[config.mk]
export PLATFORM = sky130hd
export DESIGN_NAME = execute_button_shaper_flat
export DESIGN_NICKNAME = d
export VERILOG_FILES = /design/src/rtl/execute_button_shaper_if.sv /design/src/rtl/execute_button_shaper.sv /design/src/flat_wrapper.sv
export SDC_FILE = /design/constraint.sdc
export NUM_CORES = 1
export LEC_CHECK = 0
export CAP_MARGIN = 5
export CORE_MARGIN = 2
export CORE_UTILIZATION = 54
export DETAILED_ROUTE_END_ITERATION = 6
export PLACE_DENSITY_LB_ADDON = 0.15
export SYNTH_ARGS = -nofsm -noshare
export SYNTH_HDL_FRONTEND = slang
export SYNTH_SLANG_ARGS = --single-unit
[constraint.sdc]
create_clock -name Clk -period 3.5 [get_ports Clk]
set_input_delay 0.7 -clock Clk [delete_from_list [all_inputs] [get_ports Clk]]
set_output_delay 0.7 -clock Clk [all_outputs]
set_load 0.01 [all_outputs]
[src/rtl/execute_button_shaper_if.sv]
// execute_button_shaper_if: raw button input and shaped execute outputs
interface execute_button_shaper_if #(
    parameter int COUNT_W = 8
);
    logic               rawButton;
    logic               executePulse;
    logic               buttonHeld;
    logic               busy;
    logic [COUNT_W-1:0] pressCount;

    modport master (
        output rawButton,
        input  executePulse, buttonHeld, busy, pressCount
    );

    modport slave (
        input  rawButton,
        output executePulse, buttonHeld, busy, pressCount
    );
endinterface

[src/rtl/execute_button_shaper.sv]
// execute_button_shaper: synchronise, debounce and pulse-shape the execute pushbutton
module execute_button_shaper #(
    parameter int DEBOUNCE_CYCLES = 2,
    parameter bit ACTIVE_LOW      = 1'b0,
    parameter int COUNT_W         = 8
) (
    input logic                    Clk,
    input logic                    Rst,
    execute_button_shaper_if.slave bus
);
    localparam int              CNT_W  = $clog2(DEBOUNCE_CYCLES + 1);
    localparam logic [CNT_W-1:0] D_LAST = CNT_W'(DEBOUNCE_CYCLES);
    localparam logic [CNT_W-1:0] ONE    = CNT_W'(1);

    typedef enum logic [2:0] {IDLE, ARM, FIRE, HELD, DISARM} state_t;

    state_t             state_q, state_d;
    logic [CNT_W-1:0]   cnt_q, cnt_d;
    logic               s1_q, s1_d, s2_q, s2_d;
    logic               pulse_q, pulse_d, held_q, held_d, busy_q, busy_d;
    logic [COUNT_W-1:0] count_q, count_d;
    logic               pressed;

    assign pressed          = s2_q ^ ACTIVE_LOW;
    assign bus.executePulse = pulse_q;
    assign bus.buttonHeld   = held_q;
    assign bus.busy         = busy_q;
    assign bus.pressCount   = count_q;

    // Next-state, debounce counting and state-decoded outputs (registered one cycle later)
    always_comb begin
        s1_d    = bus.rawButton;
        s2_d    = s1_q;
        state_d = state_q;
        cnt_d   = cnt_q;
        count_d = count_q + COUNT_W'(state_q == FIRE);
        pulse_d = state_q == FIRE;
        held_d  = state_q inside {FIRE, HELD, DISARM};
        busy_d  = state_q != IDLE;
        case (state_q)
            IDLE: begin
                if (pressed) begin
                    state_d = ARM;
                    cnt_d   = ONE;
                end
            end
            ARM: begin
                if (!pressed)             state_d = IDLE;
                else if (cnt_q == D_LAST) state_d = FIRE;
                else                      cnt_d   = cnt_q + ONE;
            end
            FIRE: state_d = HELD;
            HELD: begin
                if (!pressed) begin
                    state_d = DISARM;
                    cnt_d   = ONE;
                end
            end
            DISARM: begin
                if (pressed)              state_d = HELD;
                else if (cnt_q == D_LAST) state_d = IDLE;
                else                      cnt_d   = cnt_q + ONE;
            end
            default: state_d = IDLE;
        endcase
    end

    // State register; synchronisers reset to the released level so reset never looks like a press
    always_ff @(posedge Clk or negedge Rst) begin
        if (!Rst) begin
            s1_q    <= ACTIVE_LOW;
            s2_q    <= ACTIVE_LOW;
            state_q <= IDLE;
            cnt_q   <= '0;
            pulse_q <= 1'b0;
            held_q  <= 1'b0;
            busy_q  <= 1'b0;
            count_q <= '0;
        end else begin
            s1_q    <= s1_d;
            s2_q    <= s2_d;
            state_q <= state_d;
            cnt_q   <= cnt_d;
            pulse_q <= pulse_d;
            held_q  <= held_d;
            busy_q  <= busy_d;
            count_q <= count_d;
        end
    end
endmodule

[src/flat_wrapper.sv]
// flat-port wrapper written by rule: the top's interface ports become plain ports
module execute_button_shaper_flat 
#(
    parameter int DEBOUNCE_CYCLES = 2,
    parameter bit ACTIVE_LOW      = 1'b0,
    parameter int COUNT_W         = 8
)
  (Clk, Rst, bus_rawButton, bus_executePulse, bus_buttonHeld, bus_busy, bus_pressCount);
  execute_button_shaper_if #(.COUNT_W(COUNT_W)) bus_i ();
  input logic Clk;
  input logic Rst;
  input wire logic [$bits(bus_i.rawButton)-1:0] bus_rawButton;
  output wire logic [$bits(bus_i.executePulse)-1:0] bus_executePulse;
  output wire logic [$bits(bus_i.buttonHeld)-1:0] bus_buttonHeld;
  output wire logic [$bits(bus_i.busy)-1:0] bus_busy;
  output wire logic [$bits(bus_i.pressCount)-1:0] bus_pressCount;
  assign bus_i.rawButton = bus_rawButton;
  assign bus_executePulse = bus_i.executePulse;
  assign bus_buttonHeld = bus_i.buttonHeld;
  assign bus_busy = bus_i.busy;
  assign bus_pressCount = bus_i.pressCount;
  execute_button_shaper #(.DEBOUNCE_CYCLES(DEBOUNCE_CYCLES), .ACTIVE_LOW(ACTIVE_LOW), .COUNT_W(COUNT_W)) u_core (.Clk(Clk), .Rst(Rst), .bus(bus_i));
endmodule
After elaboration in Yosys (flattened, before gate mapping)
Cells that the tools add are included.
{"block": "totals", "reg_bits": 18, "inputBits": 3, "out_inout_bits": 11, "wordCells": 40}
{"block": "op_classes", "addsub": 2, "eq_ne": 11, "muxes": 13, "n_reduce_logical": 6}
{"cell": "3-bit two-way mux", "n": 6}
{"cell": "3-bit one-hot mux with 5 select lines", "n": 1}
{"cell": "2-bit two-way mux", "n": 5}
{"cell": "8-bit by 1-bit adder with 8-bit output", "n": 1}
{"cell": "2-bit one-hot mux with 4 select lines", "n": 1}
{"cell": "3-bit by 2-bit == test with 1-bit output (second input constant)", "n": 2}
{"cell": "3-bit nonzero test", "n": 2}
{"cell": "5-bit AND reduction", "n": 1}
{"cell": "2-bit by 1-bit != test with 1-bit output (second input constant)", "n": 2}
{"cell": "2-bit != test (second input constant)", "n": 2}
{"cell": "4-bit AND reduction", "n": 1}
{"cell": "4-bit nonzero test", "n": 1}
{"cell": "3-bit by 1-bit == test with 1-bit output (second input constant)", "n": 1}
{"cell": "3-bit == test (second input constant)", "n": 1}
{"cell": "3-bit logical NOT", "n": 1}
{"cell": "3-bit by 2-bit != test with 1-bit output (second input constant)", "n": 1}
{"cell": "3-bit != test (second input constant)", "n": 1}
{"cell": "2-bit by 1-bit adder with 2-bit output (second input constant)", "n": 1}
{"cell": "2-bit == test (second input constant)", "n": 1}

Depth between registers and ports, before layout
{"block": "logic_depth", "ltp_word": 4, "mapped_depth": 8, "ltp_nobuf": 7}

Worst setup path after synthesis
Ideal clock, no wire load.
{"block": "synth_path", "path_kind": "flip-flop to flip-flop", "startpoint": "register u_core.state_q[0]", "endpoint": "register u_core.count_q[6] (netlist: u_core.bus.pressCount[6])", "setup_time_ns": 0.125, "t_arrival_ns": 1.540, "t_required_ns": 3.375, "slack_ns": 1.835, "path_stages_with_launch": 8, "n_path_buf": 1, "synth_period_minus_slack_ns": 1.665, "path_cell_list": "dfrtp_1 buf_2 nor3_1 ha_1 ha_1 and3_1 nand3_1 xnor2_1"}
{"block": "synth_via", "elab_chain_len": 2}
{"element": "start: declaration", "line": "execute_button_shaper.sv:17", "source": "state_t state_q, state_d;"}
{"element": "start signal: assignment", "line": "execute_button_shaper.sv:82", "source": "state_q <= state_d;"}
{"element": "3-bit by 2-bit == test with 1-bit output"}
{"element": "via u_core.pulse_d", "line": "execute_button_shaper.sv:20", "source": "logic pulse_q, pulse_d, held_q, held_d, busy_q, busy_d;"}
{"element": "8-bit by 1-bit adder with 8-bit output", "line": "execute_button_shaper.sv:36", "source": "count_d = count_q + COUNT_W'(state_q == FIRE);"}
{"element": "via u_core.count_d[6]", "line": "execute_button_shaper.sv:21", "source": "logic [COUNT_W-1:0] count_q, count_d;"}
{"element": "end signal: assignment", "line": "execute_button_shaper.sv:87", "source": "count_q <= count_d;"}
{"element": "end: declaration", "line": "execute_button_shaper.sv:21"}
The timed path passes the listed nets, and every way through them passes these cells.
A chain may end at the register's enable or synchronous reset.

Final worst setup path
{"block": "layout_path", "startpoint": "register u_core.count_q[4] (netlist: u_core.bus.pressCount[4])", "endpoint": "output bus_pressCount[4]"}
{"element": "end: declaration", "line": "flat_wrapper.sv:16", "source": "output wire logic [$bits(bus_i.pressCount)-1:0] bus_pressCount;"}
No word-level cell between the ends.

==> results.sh <==
export IMPL_hold_end="u_core.pressed$_DFF_PN0_"
export IMPL_first_global_vias=569
export IMPL_hp_class="reg -> reg"
export IMPL_die_w_um=43.3
export IMPL_slew_headroom_pct=49.3
export IMPL_grt_max_degree=19
export IMPL_numCtsBuffers=3
export IMPL_insertion_delay_ps=280
export IMPL_syn_nets=78
export IMPL_power_density_nw_per_um2=693
export IMPL_die_h_um=43.3
export IMPL_antenna_found_initial=0
export IMPL_overflow=0
export IMPL_nFillCells=127
export IMPL_portBuffers=13
export IMPL_seqPwrFrac_pct=50.0
export IMPL_vdd_ir_drop_worst_mv=0.504
export IMPL_hold_buffers=0
export IMPL_synth_avg_cell_area_um2=11.6
export IMPL_final_util_pct=66.8
export IMPL_slowest_delay_ps=570
export IMPL_pwr_share_comb_pct=35.8
export IMPL_synth_flop_cell="dfrtp_1"
export IMPL_initial_utilization_pct=56.5
export IMPL_synth_top_area_share_pct=54.1
export IMPL_synth_area_um2=832
export IMPL_grt_pass1_wl_mm=2.50
export IMPL_std_cell_rows=14
export IMPL_post_route_drc_count=0
export IMPL_fmax_ghz=0.507
export IMPL_ys_types=34
export IMPL_intPower_mw=0.446
export IMPL_maxCapViolations=0
export IMPL_path_delay_family="buffers and inverters"
export IMPL_clock_path_buffers=2
export IMPL_drtIter0Drc=7
export IMPL_io_pins=14
export IMPL_path_cells="clkdlybuf4s50_1"
export IMPL_finalSetupTns_ps=0
export IMPL_hold_depth=0
export IMPL_path_clk_slew_ps=90
export IMPL_endpoint_kind="output pin"
export IMPL_synth_top_cells_by_area="dfrtp_1 (54%), ha_1 (4.5%), xnor2_1 (4.2%), nor4b_1 (3.2%), xor2_1 (3.2%)"
export IMPL_ys_ff_latch=18
export IMPL_via_per_inst=5.63
export IMPL_yosysTopAreaCell="dfrtp_1"
export IMPL_cts_resized_gates=0
export IMPL_p_clk_share_pct=14.1
export IMPL_min_from="u_core.s1_q$_DFF_PN0_"
export IMPL_layout_min_cycle_time_ps=1970
export IMPL_gp_congestion=0.782
export IMPL_syn_instance_count=72
export IMPL_wl_per_cell_um=13.9
export IMPL_cts_root_buffer="clkbuf_4"
export IMPL_slowest_stage="clkdlybuf4s50_1"
export IMPL_switchingPower_mw=0.235
export IMPL_r2r_slack_ps=1670
export IMPL_drv_slew=0
export IMPL_dr_pass1_iters=4
export IMPL_nNetsFinal=92
export IMPL_worstRegToRegCells=7
export IMPL_cts_sinks=18
export IMPL_cts_setup_buffers=0
export IMPL_h_tree_depth=1
export IMPL_hold_violations=0
export IMPL_final_cell_mix="dfrtp_1 (18), clkdlybuf4s50_1 (13), inv_1 (4), xnor2_1 (4)"
export IMPL_dieArea_um2=1870
export IMPL_rr_startpoint="u_core.state_q[1]$_DFFE_PN0P_"
export IMPL_seq_area_frac_synth_pct=54.1
export IMPL_path_depth=1
export IMPL_critPathLaunch="u_core.bus.pressCount[4]$_DFF_PN0_"
export IMPL_worstPathBufferInverterCount=1
export IMPL_route_vias_total=563
export IMPL_required_ps=2800
export IMPL_cts_tree="done"
export IMPL_power_leakage_nw=0.445
export IMPL_status="complete, no violations"
export IMPL_worstPathArrival_ps=1270
export IMPL_area_growth_syn_to_layout_pct=18.0
export IMPL_final_common_cell="dfrtp_1"
export IMPL_finClkSkew_ps=7.31
export IMPL_async_flop_share_pct=100
export IMPL_finalWirelength_mm=1.39
export IMPL_reg2reg_to="u_core.bus.pressCount[6]$_DFF_PN0_"
export IMPL_path_class="reg -> out"
export IMPL_fin_crit_sh_pct=56.3
export IMPL_grt_setup_unrepaired="false"
export IMPL_detailed_place_hpwl_um=963
export IMPL_crit_fanout=5
export IMPL_diodes=0
export IMPL_setup_viol=0
export IMPL_synth_edf_count=0
export IMPL_swShare_pct=34.4
export IMPL_ant_nets=0
export IMPL_core_area_um2=1470
export IMPL_tightest_slew_ps=759
export IMPL_grtUsageTotal_pct=18.2
export IMPL_drive_gt1_share_pct=4.76
export IMPL_yosysWarnings=0
export IMPL_critPathLaunchType="flop"
how the worst max path moves through the flow:
stage                                                     to  slack, ps
after floorplan           u_core.bus.pressCount[6]$_DFF_PN0_       1830
after global placement    u_core.bus.pressCount[6]$_DFF_PN0_       1740
after detailed placement  u_core.bus.pressCount[6]$_DFF_PN0_       1690
after CTS                                  bus_pressCount[2]       1520
after global routing                       bus_pressCount[2]       1480
final                                      bus_pressCount[4]       1530
registers in the layout, summed over array words and instances (netlist names):
register                 flops
u_core.state_q               3
u_core.bus.pressCount        8
u_core.bus.buttonHeld        1
u_core.s1_q                  1
u_core.pressed               1
u_core.bus.executePulse      1
u_core.bus.busy              1
u_core.cnt_q                 2
metrics by stage:
stage	hold slack, ps	setup slack (ps)	total power, mW	std cells	instance area (µm²)
after detailed placement	340	1690	0.590	97	960
after global placement	333	1740	0.583	97	960
after floorplan	331	1830	0.484	72	832
final	360	1530	0.681	100	982
after CTS	361	1520	0.688	100	982
after global routing	375	1480	0.734	100	982
area by class of cell:
type / count / area (µm²) / share of cell area, %
inverters: 4 / 15.0 / 1.53
repair buffers: 13 / 130 / 13.2
clock buffers: 3 / 22.5 / 2.29
well taps: 16 / 20.0 / 2.04
multi-input cells: 46 / 344 / 35.0
flip-flops and latches: 18 / 450 / 45.9
layer usage:
metal / GRT usage, % / up-vias / part of all wire (%)
li1: - / 278 / -
met1: 26.2 / 274 / 49
met2: 25.7 / 9 / 46
met3: 2.98 / 2 / 3.2
met4: 10.3 / 0 / 1.2
met5: 0 / - / 0
synthesized netlist by cell type, drive strengths merged, types with 2 or more instances:
library cell,number
a211oi,2
a21oi,2
buf,3
dfrtp,18
ha,3
inv,4
nand2,2
nand2b,2
nand3,2
nor2,3
nor3b,2
nor4b,3
o21ai,2
xnor2,4
xor2,3
kinds of logic (layout without fill, tap and decap cells):
logic type	Yosys count	after routing	share of synthesized area [%]
XOR/XNOR	7	7	7.37
buffers and inverters	8	20	4.51
flip-flops	18	18	54.1
AND/OR/NAND/NOR	24	24	18.8
AO/OA/AOI/OAI	11	11	9.48
multiplexers	1	1	1.20
adder cells (fa/ha/maj)	3	3	4.51
power groups by stage:
| stage | sequential, mW | clock [mW] | combinational, mW |
|---|---|---|---|
| after floorplan | 0.326 | 0 | 0.158 |
| after global placement | 0.340 | 0 | 0.243 |
| after detailed placement | 0.345 | 0 | 0.245 |
| after CTS | 0.342 | 0.0994 | 0.247 |
| after global routing | 0.353 | 0.108 | 0.274 |
| final | 0.341 | 0.0963 | 0.244 |
(Power assumes the default switching activity.)
